==> src/rtl/serial_comparator_msb_pkg.sv <==
// Shared types and constants for the MSB-first serial magnitude comparator.
// The optional CMP_EARLY_EXIT_EN build changes only latency, never results.
package serial_comparator_msb_pkg;

  localparam int DEFAULT_WIDTH = 16;
  localparam int DEFAULT_SLICE = 4;

  typedef enum logic {
    IDLE = 1'b0,
    SCAN = 1'b1
  } state_t;

  localparam logic [1:0] RES_EQ = 2'b00;
  localparam logic [1:0] RES_GT = 2'b01;
  localparam logic [1:0] RES_LT = 2'b10;

  // Result code to {F_eq, F_gt, F_lt}; exactly one bit set.
  function automatic logic [2:0] flags_of(input logic [1:0] res);
    case (res)
      RES_GT:  flags_of = 3'b010;
      RES_LT:  flags_of = 3'b001;
      default: flags_of = 3'b100;
    endcase
  endfunction

endpackage

==> src/rtl/serial_comparator_msb_if.sv <==
// Start/done handshake, operand and result bundle for serial_comparator_msb.
interface serial_comparator_msb_if
  import serial_comparator_msb_pkg::*;
#(
  parameter int WIDTH = DEFAULT_WIDTH
) ();

  logic             start;
  logic [WIDTH-1:0] A;
  logic [WIDTH-1:0] B;
  logic             busy;
  logic             done;
  logic             F_eq;
  logic             F_gt;
  logic             F_lt;

  modport master (
    output start, A, B,
    input  busy, done, F_eq, F_gt, F_lt
  );

  modport slave (
    input  start, A, B,
    output busy, done, F_eq, F_gt, F_lt
  );

endinterface

==> src/rtl/serial_comparator_msb_cmp_slice_4b.sv <==
// Combinational unsigned compare of one slice; a single instance is shared
// across all slices by the top-level index mux.
module cmp_slice_4b #(
  parameter int SLICE = 4
) (
  input  logic [SLICE-1:0] a,
  input  logic [SLICE-1:0] b,
  output logic             eq,
  output logic             gt,
  output logic             lt
);

  assign eq = (a == b);
  assign gt = (a > b);
  assign lt = (a < b);

endmodule

==> src/rtl/serial_comparator_msb.sv <==
// MSB-first multi-cycle unsigned comparator, one slice per clock.
// Define CMP_EARLY_EXIT_EN to stop at the first differing slice.
//
// state | meaning
// IDLE  | waiting for start; flags hold the last result
// SCAN  | comparing slice `index` of the latched operands, MSB first
module serial_comparator_msb
  import serial_comparator_msb_pkg::*;
#(
  parameter int WIDTH = DEFAULT_WIDTH,
  parameter int SLICE = DEFAULT_SLICE
) (
  input logic                  clk,
  input logic                  rst,
  serial_comparator_msb_if.slave bus
);

  localparam int NS = WIDTH / SLICE;
  localparam int IW = (NS > 1) ? $clog2(NS) : 1;

  state_t           state;
  logic [IW-1:0]    index;
  logic [WIDTH-1:0] a_q;
  logic [WIDTH-1:0] b_q;
  logic             busy_q;
  logic             done_q;
  logic [2:0]       flags_q;

  logic [SLICE-1:0] a_slice;
  logic [SLICE-1:0] b_slice;
  logic             s_eq;
  logic             s_gt;
  logic             s_lt;
  logic [1:0]       slice_res;

`ifndef CMP_EARLY_EXIT_EN
  // First differing slice from the MSB; lower slices must not overwrite it.
  logic             decided;
  logic [1:0]       res_q;
`endif

  assign a_slice = a_q[int'(index)*SLICE +: SLICE];
  assign b_slice = b_q[int'(index)*SLICE +: SLICE];

  cmp_slice_4b #(.SLICE(SLICE)) u_slice (
    .a  (a_slice),
    .b  (b_slice),
    .eq (s_eq),
    .gt (s_gt),
    .lt (s_lt)
  );

  assign slice_res = s_gt ? RES_GT : (s_lt ? RES_LT : RES_EQ);

  always_ff @(posedge clk) begin
    if (rst) begin
      state   <= IDLE;
      index   <= '0;
      a_q     <= '0;
      b_q     <= '0;
      busy_q  <= 1'b0;
      done_q  <= 1'b0;
      flags_q <= 3'b000;
`ifndef CMP_EARLY_EXIT_EN
      decided <= 1'b0;
      res_q   <= RES_EQ;
`endif
    end else begin
      done_q <= 1'b0;
      case (state)
        IDLE: begin
          if (bus.start) begin
            a_q     <= bus.A;
            b_q     <= bus.B;
            index   <= IW'(NS - 1);
            flags_q <= 3'b000;
            busy_q  <= 1'b1;
            state   <= SCAN;
`ifndef CMP_EARLY_EXIT_EN
            decided <= 1'b0;
            res_q   <= RES_EQ;
`endif
          end
        end
        SCAN: begin
`ifdef CMP_EARLY_EXIT_EN
          if (!s_eq || index == '0) begin
            flags_q <= flags_of(slice_res);
            done_q  <= 1'b1;
            busy_q  <= 1'b0;
            state   <= IDLE;
          end else begin
            index <= index - IW'(1);
          end
`else
          if (!decided && !s_eq) begin
            decided <= 1'b1;
            res_q   <= slice_res;
          end
          if (index == '0) begin
            flags_q <= flags_of(decided ? res_q : slice_res);
            done_q  <= 1'b1;
            busy_q  <= 1'b0;
            state   <= IDLE;
          end else begin
            index <= index - IW'(1);
          end
`endif
        end
        default: state <= IDLE;
      endcase
    end
  end

  assign bus.busy = busy_q;
  assign bus.done = done_q;
  assign bus.F_eq = flags_q[2];
  assign bus.F_gt = flags_q[1];
  assign bus.F_lt = flags_q[0];

endmodule
==> src/flat_wrapper.sv <==
// flat-port wrapper written by rule: the top's interface ports become plain ports
module serial_comparator_msb_flat import serial_comparator_msb_pkg::*;
#(
  parameter int WIDTH = DEFAULT_WIDTH,
  parameter int SLICE = DEFAULT_SLICE
)
  (clk, rst, bus_start, bus_A, bus_B, bus_busy, bus_done, bus_F_eq, bus_F_gt, bus_F_lt);
  serial_comparator_msb_if #(.WIDTH(WIDTH)) bus_i ();
  input logic clk;
  input logic rst;
  input wire logic [$bits(bus_i.start)-1:0] bus_start;
  input wire logic [$bits(bus_i.A)-1:0] bus_A;
  input wire logic [$bits(bus_i.B)-1:0] bus_B;
  output wire logic [$bits(bus_i.busy)-1:0] bus_busy;
  output wire logic [$bits(bus_i.done)-1:0] bus_done;
  output wire logic [$bits(bus_i.F_eq)-1:0] bus_F_eq;
  output wire logic [$bits(bus_i.F_gt)-1:0] bus_F_gt;
  output wire logic [$bits(bus_i.F_lt)-1:0] bus_F_lt;
  assign bus_i.start = bus_start;
  assign bus_i.A = bus_A;
  assign bus_i.B = bus_B;
  assign bus_busy = bus_i.busy;
  assign bus_done = bus_i.done;
  assign bus_F_eq = bus_i.F_eq;
  assign bus_F_gt = bus_i.F_gt;
  assign bus_F_lt = bus_i.F_lt;
  serial_comparator_msb #(.WIDTH(WIDTH), .SLICE(SLICE)) u_core (.clk(clk), .rst(rst), .bus(bus_i));
endmodule
==> config.mk <==
export PLATFORM = sky130hd
export DESIGN_NAME = serial_comparator_msb_flat
export DESIGN_NICKNAME = d
export VERILOG_FILES = /design/src/rtl/serial_comparator_msb_pkg.sv /design/src/rtl/serial_comparator_msb_if.sv /design/src/rtl/serial_comparator_msb_cmp_slice_4b.sv /design/src/rtl/serial_comparator_msb.sv /design/src/flat_wrapper.sv
export SDC_FILE = /design/constraint.sdc
export NUM_CORES = 1
export LEC_CHECK = 0
export CAP_MARGIN = 15
export CORE_MARGIN = 3
export CORE_UTILIZATION = 25
export DETAILED_ROUTE_END_ITERATION = 7
export GPL_ROUTABILITY_DRIVEN = 1
export SETUP_SLACK_MARGIN = 0.3
export SKIP_CTS_REPAIR_TIMING = 1
export SYNTH_ARGS = -nofsm -noshare
export SYNTH_HDL_FRONTEND = slang
export SYNTH_HIERARCHICAL = 1
export SYNTH_SLANG_ARGS = --single-unit
==> constraint.sdc <==
create_clock -name clk -period 3.8 [get_ports clk]
set_clock_uncertainty 0.2 [all_clocks]
set_input_delay 0.57 -clock clk [delete_from_list [all_inputs] [get_ports clk]]
set_output_delay 0.57 -clock clk [all_outputs]
set_load 0.03 [all_outputs]
==> run_results.csv <==
group,metric,value,unit
cells_and_area,nets,297,
setup_path,crit_buf_inv,0,
power_and_ir_drop,power,1.063,mW
min_path,hold_path_startpoint,"u_core/b_q[14]$_SDFFE_PP0P_",
drt,drt_iter0_drc,108,
setup_path,worstPathRequired,3.75,ns
drt,via_count,1530,
outcome,status,"completed",
yosys,postSynthRegisterBits,43,
timing,hold_viol,0,
timing,setup_viol,0,
floorplanning,start_util,26.13,%
yosys,yosysUniqueCellTypes,26,
cells_and_area,regArea,860.8,um2
timing,grt_setup_unrepaired,"false",
yosys,synthesis.area,0.001926,mm2
yosys,synth_common_cells,"nand2_1 (69), dfxtp_1 (43), a21oi_1 (39), inv_1 (9)",
min_path,whs_path_depth,2,
clock_tree,numCtsBuffers,5,
floorplanning,die_x,93.77,um
setup_path,slowest_stage,"dfxtp_1",
min_path,min_to,"u_core/b_q[14]$_SDFFE_PP0P_",
timing,fin_crit,3.187,ns
drt,wl_per_cell,11.93,um
yosys,synth_edf_count,0,
yosys,synth_top_area_share,44.70,%
timing,fmax,313.8,MHz
drt,viasPerCell,4.310,
drt,detail-route-antenna-nets,0,
cells_and_area,utilization,33.72,%
timing,tns,0,ns
clock_tree,cts_tree,"built",
setup_path,worst_path_dominant_cell_family,"multiplexers",
place,place.gp.congestion,0.7243,
yosys,synth.largest_area_cell,"dfxtp_1",
yosys,synth-seq-area-share,44.70,%
grt,grt.total_usage,10.39,%
grt,globalRouteOverflowTotal,0,
flow_run,drv_cap,0,
yosys,yosys-top-cells-area,"dfxtp_1 (45%), nand2_1 (13%), a21oi_1 (10%)",
place,dp_cells,347,
floorplanning,rows,31,
setup_path,cp_slowest_stage_delay,0.68,ns
clock_tree,root_buffer,"clkbuf_8",
floorplanning,core_area,0.007370,mm2
drt,route.detailed.drc,0,
min_path,hold_class,"reg2reg",
timing,drv_slew,0,
grt,grt_pass1_wl,7.265,mm
cells_and_area,nFillCells,775,
power_and_ir_drop,power.leakage,0.9327,nW
timing,whs,0.2553,ns
floorplanning,dieArea,0.008792,mm2
grt,grt_max_degree,44,
grt,first_global_vias,1575,
clock_tree,ctsLongestPathBuffers,2,
setup_path,worst-r2r-setup-slack,0.61,ns
setup_path,rr_worst_depth,10,
cells_and_area,multi_input_area,942.2,um2
setup_path,arrival,3.14,ns
setup_path,regToRegStartpoint,"u_core/index[0]$_SDFFE_PP0P_",
clock_tree,cts_sinks,43,
setup_path,start_kind,"register",
timing,setup_slack,0.6131,ns
yosys,syn_inst,222,
setup_path,cp_common_cell,"ha_1",
place,post-place-ws,0.6267,ns
clock_tree,cts_max_level,2,
cells_and_area,diodes,0,
yosys,yosysMostFrequentCell,"nand2_1",
place,io_buffers,39,
setup_path,path_max_fanout,10,
yosys,synth_ff_type,"dfxtp_1",
timing,maxSlewHeadroom,53.95,%
grt,antenna_found_initial,0,
cells_and_area,drive_above_1_share,8.594,%
yosys,async_reset_ff_share,0,%
yosys,syn_nets,264,
setup_path,cp-end-kind,"register",
yosys,ys.warnings.count,6,
timing,post-route-period-util,83.87,%
cells_and_area,layout.cells.non_filler,355,
place,place_area,0.002381,mm2
place,hpwl,3.181,mm
drt,drt_pass1_iterations,6,
setup_path,timing.rr.end,"u_core/flags_q[2]$_SDFFE_PP0P_",
cells_and_area,final_area,0.002485,mm2
setup_path,crit_chain,"mux4_2, ha_1, nand2_1, nor2_1, a21oi_2, nand2b_1, o21ai_0, ha_1, mux2i_1, a211oi_1",
yosys,syn_avg_cell_area,8.674,um2
floorplanning,io_pins,40,
clock_tree,clock_latency,0.29,ns
power_and_ir_drop,p_per_area,427.7,mW/mm2
cells_and_area,syn_to_final_growth,29.04,%
timing,worstMarginPinSlew,0.6908,ns
setup_path,critPathKind,"reg2reg",
floorplanning,die_h,93.77,um
drt,wl,4.236,mm
power_and_ir_drop,peakVddDrop,0.1573,mV
clock_tree,path_clk_slew,0.08,ns
[worst register-to-register path: cells and delay by family (launching register included)]
family	cells	cell delay [ns]
adders and majority gates	2	0.59
muxes	2	0.72
and+or+nand+nor	3	0.48
AOI/OAI and AO/OA	3	0.39
DFF	1	0.68
[kinds of logic after synthesis]
kind of cell               share of synthesized area [%]
adders and majority gates                          4.548
and+or+nand+nor                                    19.49
DFF                                                44.70
AOI/OAI and AO/OA                                  13.97
muxes                                              10.92
buffers and inverters                              6.367
[how the worst max path moves through the flow]
| stage | startpoint | to | slack [ns] | depth (start not counted) |
|---|---|---|---|---|
| 6_report | u_core/index[0]$_SDFFE_PP0P_ | u_core/flags_q[2]$_SDFFE_PP0P_ | 0.61 | 10 |
| 5_1_grt | u_core/index[0]$_SDFFE_PP0P_ | u_core/flags_q[1]$_SDFFE_PP0P_ | 0.34 | 11 |
| 4_1_cts | u_core/index[0]$_SDFFE_PP0P_ | u_core/flags_q[2]$_SDFFE_PP0P_ | 0.61 | 10 |
| 3_5_place_dp | u_core/index[0]$_SDFFE_PP0P_ | u_core/flags_q[2]$_SDFFE_PP0P_ | 0.63 | 10 |
| 3_3_place_gp | u_core/index[0]$_SDFFE_PP0P_ | u_core/flags_q[2]$_SDFFE_PP0P_ | 0.71 | 10 |
| 2_1_floorplan | u_core/index[0]$_SDFFE_PP0P_ | u_core/flags_q[2]$_SDFFE_PP0P_ | 1.08 | 11 |
[cell usage in the layout (no fill, tap or decap), types with 2 or more instances in the layout]
cell and n:
a21oi_1 39, a32oi_1 2, and2b_1 2, buf_4 2, clkbuf_8 7, clkdlybuf4s50_1 39, dfxtp_1 43, ha_1 7
inv_1 9, mux2i_1 3, mux4_2 8, nand2_1 69, nand2b_1 3, nand3_1 2, nor2_1 8
[sequential cells by signal, summed over array words and instances (netlist names)]
register	cells
u_core/b_q	16
u_core/index	2
u_core/flags_q	3
u_core/bus.busy	1
u_core/bus.done	1
u_core/res_q	2
u_core/state	1
u_core/decided	1
u_core/a_q	16
[where the power goes]
part | switching, mW | total (mW) | leakage (nW) | internal, mW
Sequential | 0.0291 | 0.510 | 0.353 | 0.481
Combinational | 0.114 | 0.240 | 0.529 | 0.126
Clock | 0.147 | 0.312 | 0.0505 | 0.165
Total | 0.290 | 1.06 | 0.933 | 0.773
[final cells by class]
| type | count | area share (%) |
|---|---|---|
| Timing Repair Buffer | 42 | 16.92 |
| Sequential cell | 43 | 34.64 |
| Clock buffer | 7 | 3.877 |
| Multi-Input combinational cell | 154 | 37.92 |
| Inverter | 9 | 1.360 |
| Clock inverter | 1 | 0.3021 |
| Tap cell | 99 | 4.985 |
[routing by layer]
layer / routed length [um] / part of all wire (%) / vias up / global-route usage [%]
met2: 2114 / 50 / 23 / 17.33
met3: 145 / 3.4 / 2 / 2.324
met4: 36 / 0.85 / 0 / 3.610
met5: 0 / 0 / - / 0
met1: 1940 / 46 / 702 / 13.17
li1: - / - / 803 / -
(Power assumes the default switching activity.)
